`src/rtl/multicycle_controller.sv`:
```
// Multi-cycle control unit for the Tessia ARM-subset datapath: FSM sequencing, ALU decode,
// NZCV flag register and ARM condition evaluation.
module multicycle_controller #(
  parameter int unsigned ALUCTL_W    = 4,
  parameter int unsigned MUL_LATENCY = 3,
  parameter logic [3:0]  PC_REG      = 4'd15
) (
  input  logic                clk,
  input  logic                reset,
  input  logic [1:0]          Op,
  input  logic [5:0]          Funct,
  input  logic [3:0]          Rd,
  input  logic [3:0]          Cond,
  input  logic [3:0]          ALUFlags,
  output logic                PCWrite,
  output logic                AdrSrc,
  output logic                MemW,
  output logic                IRWrite,
  output logic                RegW,
  output logic [1:0]          ResultSrc,
  output logic [1:0]          ALUSrcA,
  output logic [1:0]          ALUSrcB,
  output logic [1:0]          ImmSrc,
  output logic [1:0]          RegSrc,
  output logic [ALUCTL_W-1:0] ALUControl,
  output logic [3:0]          Flags,
  output logic                Illegal
);

  localparam int unsigned CntW = (MUL_LATENCY > 2) ? $clog2(MUL_LATENCY) : 1;
  localparam logic [CntW-1:0] CntLast = CntW'(MUL_LATENCY - 2);

  typedef enum logic [3:0] {
    StFetch, StDecode, StMemAdr, StMemRd, StMemWb, StMemWr,
    StExecR, StExecI, StMulWait, StAluWb, StBranch
  } state_e;

  state_e          state_q;
  logic [3:0]      flags_q;
  logic [CntW-1:0] cnt_q;
  logic [3:0]      alu_q;
  logic            mul_q, cmp_q, cv_q, setf_q, cond_q;

  logic [3:0] dec_ctl;
  logic       dec_ok, dec_mul, dec_cmp, dec_cv;
  logic       condex, illegal_dec;
  logic [3:0] flags_upd;

  always_comb begin
    dec_ctl = 4'b0000;
    dec_ok  = 1'b1;
    dec_mul = 1'b0;
    dec_cmp = 1'b0;
    dec_cv  = 1'b0;
    case (Funct[4:1])
      4'b0100: begin dec_ctl = 4'b0000; dec_cv = 1'b1; end
      4'b0010: begin dec_ctl = 4'b0001; dec_cv = 1'b1; end
      4'b0000: begin dec_ctl = 4'b0010; dec_mul = 1'b1; end
      4'b1100: dec_ctl = 4'b0011;
      4'b1101: dec_ctl = 4'b0110;
      4'b1010: begin dec_ctl = 4'b0001; dec_cv = 1'b1; dec_cmp = 1'b1; end
      default: dec_ok = 1'b0;
    endcase
  end

  // Condition evaluated against the registered flags, {N,Z,C,V}.
  always_comb begin
    condex = 1'b1;
    case (Cond)
      4'b0000: condex = flags_q[2];
      4'b0001: condex = ~flags_q[2];
      4'b0010: condex = flags_q[1];
      4'b0011: condex = ~flags_q[1];
      4'b0100: condex = flags_q[3];
      4'b0101: condex = ~flags_q[3];
      4'b0110: condex = flags_q[0];
      4'b0111: condex = ~flags_q[0];
      4'b1000: condex = flags_q[1] & ~flags_q[2];
      4'b1001: condex = ~flags_q[1] | flags_q[2];
      4'b1010: condex = (flags_q[3] == flags_q[0]);
      4'b1011: condex = (flags_q[3] != flags_q[0]);
      4'b1100: condex = ~flags_q[2] & (flags_q[3] == flags_q[0]);
      4'b1101: condex = flags_q[2] | (flags_q[3] != flags_q[0]);
      default: condex = 1'b1;
    endcase
  end

  assign illegal_dec = (Op == 2'b11) || ((Op == 2'b00) && !dec_ok);
  assign flags_upd   = {ALUFlags[3:2], cv_q ? ALUFlags[1:0] : flags_q[1:0]};

  always_ff @(posedge clk) begin
    if (reset) begin
      state_q <= StFetch;
      flags_q <= 4'b0000;
      cnt_q   <= '0;
      alu_q   <= 4'b0000;
      mul_q   <= 1'b0;
      cmp_q   <= 1'b0;
      cv_q    <= 1'b0;
      setf_q  <= 1'b0;
      cond_q  <= 1'b0;
    end else begin
      case (state_q)
        StFetch: state_q <= StDecode;
        StDecode: begin
          alu_q  <= dec_ctl;
          mul_q  <= dec_mul;
          cmp_q  <= dec_cmp;
          cv_q   <= dec_cv;
          setf_q <= Funct[0];
          cond_q <= condex;
          if (!condex || illegal_dec) begin
            state_q <= StFetch;
          end else begin
            case (Op)
              2'b00:   state_q <= Funct[5] ? StExecI : StExecR;
              2'b01:   state_q <= StMemAdr;
              2'b10:   state_q <= StBranch;
              default: state_q <= StFetch;
            endcase
          end
        end
        StExecR, StExecI: begin
          if (mul_q && (MUL_LATENCY > 1)) begin
            state_q <= StMulWait;
            cnt_q   <= '0;
          end else begin
            if (setf_q && cond_q) flags_q <= flags_upd;
            state_q <= cmp_q ? StFetch : StAluWb;
          end
        end
        StMulWait: begin
          if (cnt_q == CntLast) begin
            if (setf_q && cond_q) flags_q <= flags_upd;
            state_q <= StAluWb;
          end else begin
            cnt_q <= cnt_q + 1'b1;
          end
        end
        StMemAdr: state_q <= Funct[0] ? StMemRd : StMemWr;
        StMemRd:  state_q <= StMemWb;
        default:  state_q <= StFetch;
      endcase
    end
  end

  logic       pcw, irw, regw, memw, ill, adr;
  logic [1:0] rs, sa, sb;
  logic [3:0] alu_sel;

  always_comb begin
    pcw     = 1'b0;
    irw     = 1'b0;
    regw    = 1'b0;
    memw    = 1'b0;
    ill     = 1'b0;
    adr     = 1'b0;
    rs      = 2'b00;
    sa      = 2'b00;
    sb      = 2'b00;
    alu_sel = 4'b0000;
    ImmSrc  = 2'b00;
    RegSrc  = 2'b00;
    if (state_q != StFetch) begin
      case (Op)
        2'b01:   begin ImmSrc = 2'b01; RegSrc = Funct[0] ? 2'b00 : 2'b10; end
        2'b10:   begin ImmSrc = 2'b10; RegSrc = 2'b01; end
        default: begin ImmSrc = 2'b00; RegSrc = 2'b00; end
      endcase
    end
    case (state_q)
      StFetch:   begin irw = 1'b1; pcw = 1'b1; sa = 2'b01; sb = 2'b10; rs = 2'b10; end
      StDecode:  begin sa = 2'b01; sb = 2'b10; rs = 2'b10; ill = condex & illegal_dec; end
      StExecR:   alu_sel = alu_q;
      StExecI:   begin sb = 2'b01; alu_sel = alu_q; end
      StMulWait: alu_sel = 4'b0010;
      StAluWb:   begin regw = 1'b1; pcw = (Rd == PC_REG); end
      StMemAdr:  sb = 2'b01;
      StMemRd:   adr = 1'b1;
      StMemWb:   begin rs = 2'b01; regw = 1'b1; pcw = (Rd == PC_REG); end
      StMemWr:   begin adr = 1'b1; memw = 1'b1; end
      StBranch:  begin sa = 2'b10; sb = 2'b01; rs = 2'b10; pcw = 1'b1; end
      default:   ;
    endcase
  end

  // Write enables are suppressed in the reset cycle itself.
  assign PCWrite    = pcw & ~reset;
  assign IRWrite    = irw & ~reset;
  assign RegW       = regw & ~reset;
  assign MemW       = memw & ~reset;
  assign Illegal    = ill & ~reset;
  assign AdrSrc     = adr;
  assign ResultSrc  = rs;
  assign ALUSrcA    = sa;
  assign ALUSrcB    = sb;
  assign ALUControl = ALUCTL_W'(alu_sel);
  assign Flags      = flags_q;

endmodule

```
`config.mk`:
```
export PLATFORM = sky130hd
export DESIGN_NAME = multicycle_controller
export DESIGN_NICKNAME = d
export VERILOG_FILES = /design/src/rtl/multicycle_controller.sv
export SDC_FILE = /design/constraint.sdc
export NUM_CORES = 1
export LEC_CHECK = 0
export CAP_MARGIN = 0
export CORE_UTILIZATION = 43
export CTS_BUF_LIST = sky130_fd_sc_hd__clkbuf_2 sky130_fd_sc_hd__clkbuf_4 sky130_fd_sc_hd__clkbuf_8
export CTS_CLUSTER_SIZE = 20
export DETAILED_ROUTE_END_ITERATION = 10
export DONT_BUFFER_PORTS = 1
export GPL_TIMING_DRIVEN = 0
export PLACE_DENSITY_LB_ADDON = 0.2
export RECOVER_POWER = 50
export REMOVE_ABC_BUFFERS = 1
export SKIP_CTS_REPAIR_TIMING = 1
export SYNTH_ARGS = -nofsm -noshare
export SYNTH_HDL_FRONTEND = slang
export SYNTH_SLANG_ARGS = --single-unit
```
`constraint.sdc`:
```
create_clock -name clk -period 1.7 [get_ports clk]
set_input_delay 0.255 -clock clk [delete_from_list [all_inputs] [get_ports clk]]
set_output_delay 0.255 -clock clk [all_outputs]
set_load 0.1 [all_outputs]
```
**Word-level counts from Yosys, hierarchy flattened**

Cells that the tools add are included.

- Add/subtract/negate cells: 1
- Equal/unequal tests: 39
- Multiplexer cells: 37
- Bitwise logic cells: 15
- Reductions and logical operators: 24

Operators with widths:

| operator | count |
|---|---|
| $eq A4 B4 Y1 const B | 13 |
| $eq A4 B3 Y1 const B | 9 |
| $mux W4 | 7 |
| $pmux W2 S2 | 6 |
| $pmux W4 S6 | 1 |
| $eq A4 B2 Y1 const B | 5 |
| $pmux W4 S2 | 2 |
| $pmux W1 S14 | 1 |
| $logic_not A4 Y1 | 3 |
| $mux W2 | 6 |
| $pmux W3 S4 | 1 |
| $pmux W4 S3 | 1 |
| $reduce_or A2 Y1 | 6 |
| $mux W1 | 10 |
| $reduce_or A3 Y1 | 3 |
| $and A1 B1 Y1 | 8 |
| $eq A4 B1 Y1 const B | 2 |
| $ne A2 B2 Y1 const B | 3 |
| $reduce_and A3 Y1 | 2 |
| $reduce_or A6 Y1 | 1 |
| $not A1 Y1 | 5 |
| $eq A2 B1 Y1 const B | 2 |
| $eq A2 B2 Y1 const B | 2 |
| $reduce_bool A4 Y1 | 1 |
| 12 further kinds | 16 |

- Register bits: 19
- Bits of input ports: 22
- Output and inout port bits: 24
- Word-level logic and storage cells: 125

**Depth between registers and ports, before layout**

- Depth in word-level cells: 9
- Mapped depth: 7
- Mapped depth without buffers: 7

**Least setup slack after synthesis**

OpenSTA, ideal clock, no wires.

- Path type: reg2out
- Start: register state_q[1]
- End: output Illegal
- Arrival time: 5005 ps
- Data required time: 1445 ps
- Path slack: -3560 ps
- Stages on the path, launching flop included: 5
- Buffers on the path: 1
- Path through: dfxtp_1 -> nor3_1 -> nand2_1 -> buf_2 -> nor4_2

- Word-level cells in the longest chain between the ends: 3

Ends and longest elaborated chain:

| what | RTL line | RTL |
|---|---|---|
| from (decl) | 38 | `state_e state_q;` |
| from (signal assigned) | 93 | `state_q <= StFetch;` |
| from (signal assigned) | 104 | `StFetch: state_q <= StDecode;` |
| from (signal assigned) | 113 | `state_q <= StFetch;` |
| $eq A4 B1 Y1 | 171 | `case (state_q)` |
| $mux W1 | 171 |  |
| $and A1 B1 Y1 | 192 | `assign Illegal = ill & ~reset;` |
| to (decl) | 27 | `output logic Illegal` |

No other way between the ends.

**Worst setup path after layout**

- Start: register flags_q[3] (netlist: Flags[3])
- End: output Illegal

- Word-level cells in the longest chain between the ends: 6
- Elaborated cells between the ends (all ways): 9

Ends and longest elaborated chain:

| what | RTL line | RTL |
|---|---|---|
| from (decl) | 39 | `logic [3:0] flags_q;` |
| from (signal assigned) | 128 | `if (setf_q && cond_q) flags_q <= flags_upd;` |
| from (signal assigned) | 134 | `if (setf_q && cond_q) flags_q <= flags_upd;` |
| $ne A1 B1 Y1 or $eq A1 B1 Y1 (tied branches) | -- |  |
| $or A1 B1 Y1 or $and A1 B1 Y1 (tied branches) | 83, 82 |  |
| $pmux W1 S14 * | 69 | `case (Cond)` |
| $and A1 B1 Y1 * | 173 | `StDecode: begin sa = 2'b01; sb = 2'b10; rs = 2'b10; ill = condex & illegal_dec; end` |
| $mux W1 * | 171 |  |
| $and A1 B1 Y1 * | 192 |  |

Mark *: on every way between the ends. The rest lies on a longest branch, timed or not.

==> impl_metrics.csv <==
group,metric,value,unit
sta,fin_crit_sh,182,%
layout,mostFrequentLayoutCells,"nor2_1, buf_4, a21oi_1",
sta,layout_min_cycle_time,3.09,ns
sta,fmax,324,MHz
place,gp_congestion,0.735,
grt,grt_pass1_vias,1217,
clock_tree,cts-buffers-inserted,3,
power,clock_power_share,20.2,%
clock_tree,insertion_delay,0.29,ns
floorplan,start_util,45.6,%
layout,diodes,0,
critical_path,r2r_cells,7,
floorplan,io_pins,46,
synthesis,synth_xor_area_share,2.52,%
power,comb_power_share,44.4,%
floorplan,die-area,3470,um2
synthesis,ys_ff_latch,18,
sta,hold_viol,0,
sta,tightestPinTransition,1.31,ns
power,p_per_area,678,nW/um2
layout,postLayoutCellArea,1910,um2
layout,drive_gt1_share,40.3,%
route,via_per_inst,5.75,
sta,setup_viol,22,
grt,grt_antenna_before_repair,0,
grt,grt_use_total,18.8,%
clock_tree,cts_root_buffer,"clkbuf_4",
hold_path,min_from,"reset",
power,internal_power,0.746,mW
grt,grt_max_degree,24,
sta,setup_slack,-1.39,ns
route,dr.pass1.iters,4,
floorplan,core_area,3050,um2
route,wirelength,4010,um
synthesis,avgSynthCellArea,7.49,um2
critical_path,worst_ep_arrival_time,2.83,ns
outcome,violations,"setup timing",
critical_path,critPathLaunchType,"flop",
power,p_total,1.29,mW
critical_path,r2r-start,"Flags[3]$_SDFFE_PP0P_",
outcome,status,"finished with violations",
critical_path,crit_required,1.44,ns
clock_tree,clock_path_buffers,2,
clock_tree,cts.sinks,18,
route,drtAntennaViolNets,0,
power,ir_worst_vdd,408,uV
layout,seqCellArea,390,um2
layout,final_common_cell,"nor2_1",
layout,nFillCells,242,
sta,report.final.slew_viol_count,0,
clock_tree,clk_pin_slew,0.11,ns
layout,nNetsFinal,235,
floorplan,row_count,20,
critical_path,reg2reg_to,"state_q[1]$_SDFFE_PP0N_",
place,port_buffers,0,
grt,grt_overflow_total,0,
hold_path,hold_depth,1,
layout,multi_input_area,1110,um2
grt,grt_pass1_wl,5100,um
clock_tree,cts_tree,"yes",
sta,rsz0062_at_grt,"yes",
power,p_leak,0.744,nW
route,drt_iter0_markers,99,
synthesis,synth_simple_gate_area_share,36.3,%
layout,area_growth,37.0,%
synthesis,synth-adder-area-share,5.39,%
hold_path,hp-class,"in -> reg",
sta,clock_skew,0.0123,ns
synthesis,synth-seq-area-share,25.9,%
synthesis,synth_cell_type_count,55,
synthesis,ys_warn_count,0,
critical_path,endpoint_kind,"output port",
synthesis,synth_area,1390,um2
critical_path,crit_type,"reg -> out",
synthesis,synth-edff-count,0,
run,maxCapViolCount,0,
floorplan,fp.dieH,58.9,um
place,dp_hpwl,2330,um
critical_path,critPathMaxFanout,6,
place,place_area,1480,um2
sta,slew_headroom,11.9,%
power,p_sw_share,42.3,%
synthesis,muxShareOfSynthArea,5.21,%
clock_tree,cts_htree_levels,1,
synthesis,synth_top_family_by_area,"simple AND/OR/NAND/NOR gates",
synthesis,synth_cells,186,
route,vias,1438,
power,power_switching,0.547,mW
power,seqPwrFrac,35.5,%
route,wl_per_cell,16.1,um
synthesis,synth-compound-area-share,17.4,%
critical_path,worst-r2r-setup-slack,-0.31,ns
synthesis,ys.flop_type,"dfxtp_1",
synthesis,synth-async-reset-ratio,0,%
route,drc_errors,0,
floorplan,dieWidth,58.9,um
hold_path,hold_path_end,"mul_q$_SDFFE_PP0P_",
-- power groups by stage --
stage | sequential [mW] | combinational (mW) | clock [mW]
2_1_floorplan | 0.474 | 0.352 | 0
3_3_place_gp | 0.482 | 0.376 | 0
6_report | 0.459 | 0.574 | 0.261
4_1_cts | 0.476 | 0.415 | 0.264
5_1_grt | 0.460 | 0.600 | 0.285
3_5_place_dp | 0.485 | 0.413 | 0
-- cell type report --
class,count,share of cell area [%]
Timing Repair Buffer,28,14.7
Inverter,9,1.97
Clock buffer,4,1.90
Tap cell,44,2.89
Sequential cell,18,20.5
Multi-Input combinational cell,147,58.1
-- critical path, cell delays in order (launching register included) --
cell,delay (ns)
dfxtp_4,0.48
or4b_1,0.49
a31oi_1,0.15
o21ai_1,0.09
o2111ai_2,0.14
inv_2,0.08
nor4_4,1.12
-- worst max-delay path by stage --
stage	startpoint	end	slack, ns	cells after the start
CTS	Flags[2]$_SDFFE_PP0P_	Illegal	-1.99	6
detailed placement	Flags[2]$_SDFFE_PP0P_	Illegal	-1.67	6
global route	Flags[3]$_SDFFE_PP0P_	Illegal	-1.48	6
finish	Flags[3]$_SDFFE_PP0P_	Illegal	-1.39	6
global placement	state_q[1]$_SDFFE_PP0N_	Illegal	-4.54	3
floorplan	state_q[1]$_SDFFE_PP0N_	Illegal	-3.96	3
-- flip-flops by register name, summed over array words and instances (netlist names) --
signal,cells
Flags,4
state_q,4
alu_q,3
cnt_q,2
cmp_q,1
cond_q,1
cv_q,1
mul_q,1
setf_q,1
-- stage by stage --
step,setup slack (ns),setup TNS (ns),hold WS (ns),cells,util (%)
finish,-1.39,-4.91,0.0269,250,62.5
global route,-1.48,-6.70,0.00528,250,62.5
CTS,-1.99,-20.49,0.0167,226,49.8
detailed placement,-1.67,-14.43,0.331,222,48.6
global placement,-4.54,-53.59,0.330,218,45.3
floorplan,-3.96,-42.86,0.324,174,-
-- Yosys cell counts, drive strengths merged (2+ instances only) --
master / number / area, um2
nor2: 30 / 113
dfxtp: 18 / 360
nand2: 17 / 66.3
a21oi: 16 / 80.1
inv: 9 / 33.8
and2: 8 / 50.1
buf: 7 / 45.0
ha: 6 / 75.1
nor3: 6 / 30.0
clkbuf: 5 / 18.8
mux2i: 5 / 50.1
and3: 4 / 25.0
nand3: 4 / 20.0
o21ai: 4 / 20.0
xor2: 4 / 35.0
nand4b: 3 / 26.3
a211oi: 2 / 15.0
a31oi: 2 / 12.5
mux2: 2 / 22.5
nand2b: 2 / 12.5
nor2b: 2 / 12.5
nor3b: 2 / 15.0
nor4: 2 / 18.8
nor4b: 2 / 23.8
o2bb2ai: 2 / 17.5
o32ai: 2 / 25.0
-- per-layer routing --
metal | wire length, um | track usage (%)
met4 | 85 | 5.10
met1 | 1680 | 23.0
met2 | 2000 | 33.6
met3 | 255 | 3.52
met5 | 0 | 0
-- cells by family after synthesis --
logic type / Yosys count
other: 1
multiplexers: 7
buffers and inverters: 21
AO/OA/AOI/OAI: 36
AND/OR/NAND/NOR: 93
flip-flops: 18
XOR/XNOR: 4
adder cells (fa/ha/maj): 6
Power figures use the tool's default switching activity.
